## src/rtl/lfsr_pkg.sv

```systemverilog
// lfsr_pkg: default tap masks and width helpers shared by the LFSR blocks.
package lfsr_pkg;
    localparam logic [7:0]  TAPS_8  = 8'b1011_1000;
    localparam logic [9:0]  TAPS_10 = 10'b10_0100_0000;
    localparam logic [15:0] TAPS_16 = 16'b1101_0000_0000_1000;

    function automatic logic [63:0] all_ones(input int w);
        return (w >= 64) ? '1 : ((64'd1 << w) - 64'd1);
    endfunction
endpackage

```

## src/rtl/lfsr_period_tracker.sv

```systemverilog
// lfsr_period_tracker: counts steps from the current start value and pulses when the sequence returns to it.
module lfsr_period_tracker #(
    parameter int WIDTH = 10,
    parameter logic [WIDTH-1:0] RESET_VALUE = '0
) (
    input  logic             clk,
    input  logic             reset,
    input  logic             step,
    input  logic             load,
    input  logic             recover,
    input  logic [WIDTH-1:0] load_value,
    input  logic [WIDTH-1:0] state_next,
    output logic [WIDTH-1:0] step_count,
    output logic             period_pulse
);
    logic [WIDTH-1:0] start;

    always_ff @(posedge clk) begin
        if (reset) begin
            start        <= RESET_VALUE;
            step_count   <= '0;
            period_pulse <= 1'b0;
        end else if (load) begin
            start        <= load_value;
            step_count   <= '0;
            period_pulse <= 1'b0;
        end else if (recover) begin
            start        <= '0;
            step_count   <= '0;
            period_pulse <= 1'b0;
        end else if (step) begin
            period_pulse <= state_next == start;
            step_count   <= (state_next == start) ? '0 : step_count + WIDTH'(1);
        end else begin
            period_pulse <= 1'b0;
        end
    end
endmodule

```

## src/rtl/lfsr_gen.sv

```systemverilog
// lfsr_gen: parametrised Fibonacci XNOR LFSR with seed load, lock-up recovery and period tracking.
module lfsr_gen
    import lfsr_pkg::*;
#(
    parameter int WIDTH = 10,
    parameter logic [WIDTH-1:0] TAPS = TAPS_10,
    parameter logic [WIDTH-1:0] RESET_VALUE = '0
) (
    input  logic             clk,
    input  logic             reset,
    input  logic             en,
    input  logic             load,
    input  logic [WIDTH-1:0] load_value,
    output logic [WIDTH-1:0] state,
    output logic [WIDTH-1:0] step_count,
    output logic             period_pulse,
    output logic             lockup
);
    localparam logic [WIDTH-1:0] ONES = WIDTH'(all_ones(WIDTH));

    logic             fb;
    logic             locked;
    logic             step;
    logic             recover;
    logic [WIDTH-1:0] state_next;

    assign fb         = ~^(state & TAPS);
    assign state_next = {state[WIDTH-2:0], fb};
    assign locked     = state == ONES;
    assign step       = en && !load && !locked;
    // All-ones is the XNOR fixed point; escape to zero instead of sticking.
    assign recover    = en && !load && locked;

    always_ff @(posedge clk) begin
        if (reset) begin
            state  <= RESET_VALUE;
            lockup <= 1'b0;
        end else if (load) begin
            state  <= load_value;
            lockup <= 1'b0;
        end else if (recover) begin
            state  <= '0;
            lockup <= 1'b1;
        end else begin
            state  <= step ? state_next : state;
            lockup <= 1'b0;
        end
    end

    lfsr_period_tracker #(
        .WIDTH       (WIDTH),
        .RESET_VALUE (RESET_VALUE)
    ) u_tracker (
        .clk          (clk),
        .reset        (reset),
        .step         (step),
        .load         (load),
        .recover      (recover),
        .load_value   (load_value),
        .state_next   (state_next),
        .step_count   (step_count),
        .period_pulse (period_pulse)
    );
endmodule

```

## config.mk

```make
export PLATFORM = sky130hd
export DESIGN_NAME = lfsr_gen
export DESIGN_NICKNAME = d
export VERILOG_FILES = /design/src/rtl/lfsr_pkg.sv /design/src/rtl/lfsr_period_tracker.sv /design/src/rtl/lfsr_gen.sv
export SDC_FILE = /design/constraint.sdc
export NUM_CORES = 1
export LEC_CHECK = 0
export ABC_CLOCK_PERIOD_IN_PS = 3300
export CORE_ASPECT_RATIO = 0.7
export CORE_UTILIZATION = 54
export CTS_CLUSTER_DIAMETER = 30
export DETAILED_ROUTE_END_ITERATION = 7
export DONT_BUFFER_PORTS = 1
export PLACE_DENSITY = 0.69
export SLEW_MARGIN = 20
export SYNTH_ARGS = -nofsm -noshare
export SYNTH_HDL_FRONTEND = slang
export SYNTH_SLANG_ARGS = --single-unit
```

## constraint.sdc

```tcl
create_clock -name clk -period 3.3 [get_ports clk]
set_clock_uncertainty 0.1 [all_clocks]
set_input_delay 0.495 -clock clk [delete_from_list [all_inputs] [get_ports clk]]
set_output_delay 0.495 -clock clk [all_outputs]
set_load 0.02 [all_outputs]
```

==> reports/qor.csv, run 1 <==
stage,metric,value,unit
finish,area grow syn2layout,6.31,%
clock_network,Root Buffer,clkbuf_8,
placement,dpl cell area,1510,µm²
timing,Final Hold Vio Count,0,
setup_path,critical path class,reg -> reg,
placement,IO Port Bufs,0,
power_and_ir_drop,Psw,0.000191,W
clock_network,post-cts resize count,0,
setup_path,"reg-to-reg slack, setup",1.11,ns
power_and_ir_drop,Clk pwr share,38.0,%
logic_synthesis,fraction of registers with async set/reset,0,%
logic_synthesis,largest family of logic cells by synthesized area,simple AND/OR/NAND/NOR gates,
power_and_ir_drop,pwr dens,495,nW/µm²
route,Vias/cell,6.49,
logic_synthesis,ys flop type,dfxtp_1,
power_and_ir_drop,peak supply drop,270,µV
timing,period utilisation layout,66.2,%
flow_run,max_cap viols,0,
logic_synthesis,number of synthesis warnings,0,
timing,final worst setup slack,1.11,ns
setup_path,largest fanout on the critical path,14,
logic_synthesis,"EDFF count, synth",0,
logic_synthesis,area share of the largest cell type after synthesis,42.5,%
setup_path,crit path DAT,2.25,ns
finish,"most common cell after layout, fill and taps aside",dfxtp_1,
finish,"commonest non-fill, non-tap cells in the layout","dfxtp_1, nor2_1, nand2_1",
global_route,antenna violations before repair,0,
global_route,global-route wire length before repair,5620,µm
route,routed via count,1246,
logic_synthesis,number of distinct library cells after synthesis,36,
logic_synthesis,Synth Area in XOR/XNOR,6.39,%
timing,final setup violation count,0,
placement,hpwl dp,2420,µm
timing,Fmax,458,MHz
placement,routability cong.,0.785,
clock_network,H-tree depth,2,
finish,filler instances,229,
logic_synthesis,sequential-to-total area share from yosys stat,42.5,%
clock_network,# hold bufs at CTS,0,
timing,normalized max-slew margin,54.0,%
power_and_ir_drop,Lkg Pwr,0.612,nW
setup_path,reg-to-reg critical path endpoint,u_tracker.step_count[7]$_SDFFE_PP0P_,
timing,Worst Tran Pin Value,0.685,ns
route,1st-iter DRT viols,125,
worst_hold_path,Worst Hold Path EP,state[4]$_SDFFE_PP0P_,
setup_path,Crit path required time,3.37,ns
floorplanning,top-level port count,36,
timing,setup TNS,0,ns
logic_synthesis,Synth area leaders,"dfxtp_1, a221oi_1, a22o_1, xor2_1, nor2_1",
setup_path,Startpoint Class,flop,
logic_synthesis,Synth Area in Simple Gates,29.1,%
logic_synthesis,register bit total from synthesis,32,
global_route,vias in the first global route,1125,
global_route,GRT overflow,0,
finish,Ant. Diodes,0,
logic_synthesis,adder-cell share of the synthesized area,0.830,%
clock_network,Max clock buf depth,2,
clock_network,worst-skew pair later-pin latency,0.28,ns
clock_network,clock-pin transition on the worst setup and hold timing paths,0.06,ns
setup_path,Worst Reg2Reg Path Length in Cells,5,
logic_synthesis,largest area contributor in the netlist,dfxtp_1,
power_and_ir_drop,Pint,0.000603,W
finish,Finished Layout Cells,192,
logic_synthesis,multiplexer share of the synthesized area,0,%
timing,post-layout min period,2.19,ns
route,# DRC,0,
finish,nets@finish,172,
timing,"Slew Viols, Final",0,
outcome,status,"finished, final reports clean",
clock_network,Clock Sinks,32,
worst_hold_path,hold depth,1,
power_and_ir_drop,Comb power frac,7.9,%
power_and_ir_drop,sw frac,24.0,%
global_route,Total GRT Usage,25.9,%
worst_hold_path,worst min path class,in -> reg,
timing,unrepaired setup endpoints after global routing,no,
placement,placed insts,184,
clock_network,post-CTS setup buffer count,0,
finish,Final Instance Area,1600,µm²
logic_synthesis,Post-Synthesis Cells,159,
route,remaining antenna violation count,0,
route,wire per inst,18.3,µm
floorplanning,core area,2550,µm²
logic_synthesis,"Net Count, Synth",174,
logic_synthesis,Synth Area in Compound Gates,17.9,%
route,"wirelength, routed",3520,µm
power_and_ir_drop,Seq pwr share,54.1,%
logic_synthesis,"Cell Area, Synth",1510,µm²
floorplanning,Initial Util,59.1,%
worst_hold_path,min-delay src,reset,
route,drt pass-1 iters,4,
floorplanning,Die ar.,3010,µm²
logic_synthesis,syn avg cell area,9.48,µm²
floorplanning,row cnt,15,
finish,layout cells sized above 1,10.1,%
setup_path,Worst setup EP type,flop,
floorplanning,Die Y,46.2,µm
floorplanning,Die X,65.2,µm
setup_path,worst r2r src,state[8]$_SDFFE_PP0P_,
placement,pre-CTS setup slack,1.07,ns
global_route,largest net degree at the start of global routing,28,
clock_network,CTS tree,yes,
clock_network,CTS buffer count,5,
## through the flow
stage	utilization [%]	total power, W	hold WS [ns]
finish	62.8	0.000793	0.175
global route	62.8	0.000830	0.163
CTS	62.6	0.000797	0.175
detailed placement	59.1	0.000499	0.350
global placement	59.1	0.000499	0.355
floorplan	-	0.000494	0.337
## critical path, stage by stage (launching register included)
cell	delay [ns]
dfxtp_1	0.55
xor2_1	0.17
nor4_4	0.30
nand4_2	0.30
and3_4	0.33
a221o_1	0.32
## metal layers
metal	GRT usage [%]	routed length, µm	part of all wire (%)	vias up
li1	-	-	-	599
met1	35.2	1730	49	597
met2	36.9	1450	41	44
met3	9.16	304	8.6	6
met4	11.3	37	1.1	0
met5	0	0	0	-
## layout make-up
class	count	area, µm²	area share (%)
Tap cell	34	42.5	2.65
Sequential cell	32	641	40.0
Multi-Input combinational cell	117	822	51.3
Clock buffer	8	90.1	5.62
Timing Repair Buffer	1	7.51	0.468
## state kept, by name, summed over array words and instances, names as in the netlist
register,cells
u_tracker.step_count,10
state,10
u_tracker.start,10
lockup,1
u_tracker.period_pulse,1
## power by group through the flow
stage | combinational [W] | clock (W) | sequential [W]
3_3_place_gp | 0.0000613 | 0 | 0.000437
4_1_cts | 0.0000621 | 0.000306 | 0.000429
2_1_floorplan | 0.0000615 | 0 | 0.000432
3_5_place_dp | 0.0000620 | 0 | 0.000437
6_report | 0.0000625 | 0.000301 | 0.000430
5_1_grt | 0.0000704 | 0.000328 | 0.000431
## cell families (layout without fill, tap and decap cells)
logic type	Yosys count	after routing
flops	32	32
buf+inv	10	9
xor+xnor	11	11
simple gates	73	73
compound gates	32	32
fa+ha+maj	1	1
## synthesized netlist by cell type, types with 2 or more instances
master,instances
a31oi_1,2
a221oi_1,9
a21oi_1,2
and4_1,4
xnor2_1,2
clkbuf_1,7
nand2_1,11
a22o_1,9
nand4_1,4
nor3_1,5
and4_2,2
nor2_1,19
a221o_1,6
xor2_1,9
dfxtp_1,32
nor2b_1,2
nor3b_1,9
nand3_1,7
## how the worst max path moves through the flow
stage / start / to / slack [ns] / cells after the start
after CTS: state[8]$_SDFFE_PP0P_ / u_tracker.step_count[7]$_SDFFE_PP0P_ / 1.06 / 5
final: state[8]$_SDFFE_PP0P_ / u_tracker.step_count[7]$_SDFFE_PP0P_ / 1.11 / 5
after global placement: state[2]$_SDFFE_PP0P_ / u_tracker.step_count[3]$_SDFFE_PP0P_ / 1.11 / 5
after global routing: state[6]$_SDFFE_PP0P_ / u_tracker.step_count[7]$_SDFFE_PP0P_ / 0.99 / 5
after detailed placement: state[6]$_SDFFE_PP0P_ / u_tracker.step_count[7]$_SDFFE_PP0P_ / 1.07 / 5
after floorplan: state[8]$_SDFFE_PP0P_ / u_tracker.step_count[7]$_SDFFE_PP0P_ / 1.43 / 6
Power figures use the tool's default switching activity.
==> run 2: changes to the inputs <==
Settings changed: ABC_CLOCK_PERIOD_IN_PS 3300 to 2300.
Clock period 3.3 ns to 2.3 ns, I/O delays scaled along.
==> reports/qor.csv, run 2 (same netlist as run 1, synthesis figures left out) <==
stage,metric,value,unit,change
outcome,status,"finished, final reports clean",,
power_and_ir_drop,peak supply drop,483,µV,+79%
timing,Final Hold Vio Count,0,,unchanged
floorplanning,Die Y,46.2,µm,unchanged
setup_path,Worst setup EP type,flop,,
placement,routability cong.,0.797,,+1.5%
finish,layout cells sized above 1,11.2,%,+1.1 points
setup_path,critical path class,reg -> reg,,
placement,IO Port Bufs,0,,unchanged
route,wire per inst,18.2,µm,-1.0%
timing,Worst Tran Pin Value,0.701,ns,+0.0154 ns
floorplanning,row cnt,15,,unchanged
finish,filler instances,225,,-1.7%
setup_path,Startpoint Class,flop,,
timing,unrepaired setup endpoints after global routing,no,,
global_route,vias in the first global route,1108,,-1.5%
finish,FF/Latch Area,641,µm²,unchanged
finish,"most common cell after layout, fill and taps aside",dfxtp_1,,
finish,Ant. Diodes,0,,unchanged
setup_path,crit path DAT,2.08,ns,-0.17 ns
clock_network,H-tree depth,2,,unchanged
route,drt pass-1 iters,6,,+2
floorplanning,Die X,65.2,µm,unchanged
worst_hold_path,hold depth,1,,unchanged
route,routed via count,1266,,+1.6%
timing,hold_ws,0.0188,ns,-0.156 ns
timing,period utilisation layout,87.3,%,+21 points
timing,final worst setup slack,0.291,ns,-0.824 ns
finish,area grow syn2layout,7.55,%,
global_route,largest net degree at the start of global routing,28,,unchanged
power_and_ir_drop,Lkg Pwr,0.626,nW,+2.3%
global_route,Total GRT Usage,25.8,%,about the same
placement,hpwl dp,2550,µm,+5.4%
floorplanning,top-level port count,36,,unchanged
clock_network,# hold bufs at CTS,0,,unchanged
clock_network,CTS buffer count,5,,unchanged
clock_network,worst-skew pair later-pin latency,0.29,ns,about the same
route,# DRC,0,,unchanged
finish,Multi-input gate area,818,µm²,-0.46%
power_and_ir_drop,final total power,0.00115,W,+45%
route,"wirelength, routed",3540,µm,+0.51%
setup_path,Worst Reg2Reg Path Length in Cells,5,,unchanged
setup_path,Crit path required time,2.37,ns,-1.00 ns
route,Vias/cell,6.49,,about the same
global_route,antenna violations before repair,0,,unchanged
worst_hold_path,worst min path class,in -> reg,,
floorplanning,core area,2550,µm²,unchanged
floorplanning,Initial Util,59.1,%,unchanged
floorplanning,Die ar.,3010,µm²,unchanged
route,remaining antenna violation count,0,,unchanged
timing,"Slew Viols, Final",0,,unchanged
global_route,GRT overflow,0,,unchanged
clock_network,Root Buffer,clkbuf_8,,
timing,normalized max-slew margin,53.2,%,-0.85 points
finish,largest registers,"state: 10 flops, u_tracker.start: 10 flops, u_tracker.step_count: 10 flops",,
finish,nets@finish,175,,+1.7%
clock_network,clock-pin transition on the worst setup and hold timing paths,0.06,ns,about the same
finish,"commonest non-fill, non-tap cells in the layout","dfxtp_1, nor2_1, nand2_1",,
clock_network,CTS tree,yes,,
clock_network,Max clock buf depth,2,,unchanged
clock_network,post-cts resize count,0,,unchanged
route,1st-iter DRT viols,70,,-44%
timing,final setup violation count,0,,unchanged
clock_network,Clock Sinks,32,,unchanged
power_and_ir_drop,pwr dens,707,nW/µm²,+43%
timing,Fmax,498,MHz,+8.8%
clock_network,post-CTS setup buffer count,0,,unchanged
placement,pre-CTS setup slack,0.312,ns,-0.759 ns
flow_run,max_cap viols,0,,unchanged
global_route,global-route wire length before repair,5600,µm,-0.37%
setup_path,largest fanout on the critical path,8,,-6
timing,post-layout min period,2.01,ns,-0.176 ns
timing,setup TNS,0,ns,unchanged
run 2: changes by cell type in the layout (fill, tap and decap cells not counted), sizes merged:
cell	previous run	this run
buf	1	4
run 2: through the flow:
stage                     instance area, µm²  cells  util [%]
final                                   1620    195      63.5
after global routing                    1620    195      63.5
after CTS                               1620    195      63.5
after detailed placement                1530    187      60.0
after global placement                  1530    187      60.0
after floorplan                         1510    159         -
run 2: layer usage:
layer / vias to the layer above / GRT usage (%) / part of all wire, %
li1: 604 / - / -
met1: 607 / 34.7 / 47
met2: 48 / 36.7 / 43
met3: 7 / 9.90 / 8.3
met4: 0 / 11.7 / 1.6
met5: - / 0 / 0
run 2: layout make-up:
| type | count | area share, % |
|---|---|---|
| Tap cell | 34 | 2.62 |
| Clock buffer | 8 | 5.56 |
| Multi-Input combinational cell | 117 | 50.5 |
| Sequential cell | 32 | 39.5 |
| Timing Repair Buffer | 4 | 1.85 |
run 2: path summary, 6_finish.rpt:
path,from,to,slack (ns)
max reg2reg,state[2]$_SDFFE_PP0P_,u_tracker.step_count[7]$_SDFFE_PP0P_,0.29
max,state[2]$_SDFFE_PP0P_,u_tracker.step_count[7]$_SDFFE_PP0P_,0.29
min reg2reg,u_tracker.start[9]$_SDFFE_PP0P_,u_tracker.start[9]$_SDFFE_PP0P_,0.36
min,reset,state[2]$_SDFFE_PP0P_,0.02
run 2: worst max-delay path, cell delays in order, from the launching register on:
cell and delay [ns]:
dfxtp_1 0.54, nand4_1 0.17, nor3_2 0.32, a21boi_1 0.22
and3_4 0.22, a221o_1 0.31
run 2: where the power goes:
group          internal [W]  leakage, nW  switching, W
clock network      0.000243       0.0455      0.000193
logic             0.0000478        0.318     0.0000481
registers          0.000576        0.262     0.0000379
==> run 3: changes to the inputs <==
Settings changed: ABC_CLOCK_PERIOD_IN_PS 2300 to 2500.
Clock period 2.3 ns to 2.5 ns, I/O delays scaled along.
==> reports/qor.csv, run 3 (same netlist as run 1, synthesis figures left out) <==
stage,metric,value,unit,change
timing,hold_ws,0.0613,ns,+0.0426 ns
clock_network,Max clock buf depth,2,,unchanged
timing,setup TNS,0,ns,unchanged
finish,layout cells sized above 1,10.6,%,-0.56 points
setup_path,Worst setup EP type,flop,,
setup_path,CP dominant cell by count,xnor2_1,,
floorplanning,Die Y,46.2,µm,unchanged
timing,Worst Tran Pin Value,0.784,ns,+0.0834 ns
setup_path,"Critical Path, Cell by Cell",xnor2_1 -> xnor2_1 -> nand4_2 -> and3_4 -> a221o_1,,
route,remaining antenna violation count,0,,unchanged
setup_path,Crit path required time,2.56,ns,+0.19 ns
global_route,vias in the first global route,1154,,+4.2%
finish,"most common cell after layout, fill and taps aside",dfxtp_1,,
setup_path,crit path DAT,2.24,ns,+0.16 ns
clock_network,CTS buffer count,5,,unchanged
power_and_ir_drop,peak supply drop,358,µV,-26%
placement,hpwl dp,2490,µm,-2.2%
clock_network,worst-skew pair later-pin latency,0.28,ns,about the same
outcome,status,"finished, final reports clean",,
timing,Fmax,460,MHz,-7.5%
floorplanning,row cnt,15,,unchanged
global_route,Total GRT Usage,27.0,%,+1.1 points
placement,routability cong.,0.746,,-6.3%
power_and_ir_drop,Lkg Pwr,0.622,nW,-0.67%
flow_run,max_cap viols,0,,unchanged
worst_hold_path,worst min path class,in -> reg,,
timing,normalized max-slew margin,47.6,%,-5.6 points
timing,Final Hold Vio Count,0,,unchanged
clock_network,post-cts resize count,0,,unchanged
setup_path,critical path class,reg -> reg,,
finish,Finished Layout Cells,194,,-0.51%
clock_network,Root Buffer,clkbuf_8,,
setup_path,largest fanout on the critical path,14,,+6
setup_path,Max stage delay on crit path,0.58,ns,+0.04 ns
placement,IO Port Bufs,0,,unchanged
finish,"Core Util, Final",63.2,%,-0.29 points
timing,post-layout min period,2.17,ns,+0.164 ns
setup_path,Startpoint Class,flop,,
floorplanning,Initial Util,59.1,%,unchanged
global_route,global-route wire length before repair,5910,µm,+5.6%
timing,period utilisation layout,86.9,%,-0.43 points
route,wire per inst,18.5,µm,+1.9%
route,Vias/cell,6.31,,-2.8%
finish,Ant. Diodes,0,,unchanged
finish,"commonest non-fill, non-tap cells in the layout","dfxtp_1, nor2_1, nand2_1",,
floorplanning,core area,2550,µm²,unchanged
power_and_ir_drop,pwr dens,652,nW/µm²,-7.8%
clock_network,clock-pin transition on the worst setup and hold timing paths,0.06,ns,about the same
clock_network,post-CTS setup buffer count,0,,unchanged
power_and_ir_drop,final total power,0.00105,W,-8.2%
clock_network,# hold bufs at CTS,0,,unchanged
finish,largest registers,"state: 10 flops, u_tracker.start: 10 flops, u_tracker.step_count: 10 flops",,
timing,unrepaired setup endpoints after global routing,no,,
route,1st-iter DRT viols,134,,+91%
placement,placed insts,186,,-0.53%
finish,nets@finish,174,,-0.57%
finish,area grow syn2layout,7.05,%,
floorplanning,Die ar.,3010,µm²,unchanged
global_route,largest net degree at the start of global routing,28,,unchanged
global_route,GRT overflow,0,,unchanged
setup_path,Crit-path slowest cell,dfxtp_1,,
route,drt pass-1 iters,4,,-2
global_route,antenna violations before repair,0,,unchanged
floorplanning,top-level port count,36,,unchanged
floorplanning,Die X,65.2,µm,unchanged
route,# DRC,0,,unchanged
clock_network,H-tree depth,2,,unchanged
timing,"Slew Viols, Final",0,,unchanged
route,"wirelength, routed",3590,µm,+1.4%
clock_network,CTS tree,yes,,
route,routed via count,1224,,-3.3%
clock_network,Clock Sinks,32,,unchanged
timing,final setup violation count,0,,unchanged
-- run 3: cell types whose count changed in the layout (fill, tap and decap cells not counted) --
cell | before | now
buf_4 | 4 | 3
-- run 3: metal layers --
layer	part of all wire (%)	vias to the layer above	wire length (µm)	GRT usage [%]
met3	8.8	2	317	10.6
met5	0	-	0	0
met1	49	566	1760	38.0
met2	42	53	1500	38.1
li1	-	603	-	-
met4	0.36	0	13	6.96
-- run 3: path summary, 6_finish.rpt --
path	start	to	slack, ns	cells after the start
worst max-delay path	state[6]$_SDFFE_PP0P_	u_tracker.step_count[7]$_SDFFE_PP0P_	0.33	5
worst min-delay path	reset	state[0]$_SDFFE_PP0P_	0.06	1
worst max register to register	state[6]$_SDFFE_PP0P_	u_tracker.step_count[7]$_SDFFE_PP0P_	0.33	5
worst min register to register	u_tracker.start[9]$_SDFFE_PP0P_	u_tracker.start[9]$_SDFFE_PP0P_	0.35	2
-- run 3: final cells by class --
class | count | area, µm²
multi-input combinational | 117 | 818
clock buffer | 8 | 90.1
fill | 220 | 938
sequential | 32 | 641
timing repair buffer | 3 | 22.5
tap | 34 | 42.5
-- run 3: metrics by stage --
step	worst slack, ns	cell area, µm²
after floorplan	0.627	1510
after global placement	0.374	1520
after detailed placement	0.359	1520
after CTS	0.347	1610
after global routing	0.189	1610
final	0.327	1610
-- run 3: worst max-delay path, delay by kind of cell, from the launching register on --
family,cells,cell delay (ns)
and+or+nand+nor,2,0.66
AOI/OAI and AO/OA,1,0.31
DFF,1,0.58
xor gates and xnor gates,2,0.41
-- run 3: power breakdown --
part           internal (W)  leakage, nW  switching [W]
clock network      0.000224       0.0455       0.000174
registers          0.000530        0.262      0.0000348
logic             0.0000432        0.314      0.0000459
total              0.000797        0.622       0.000255
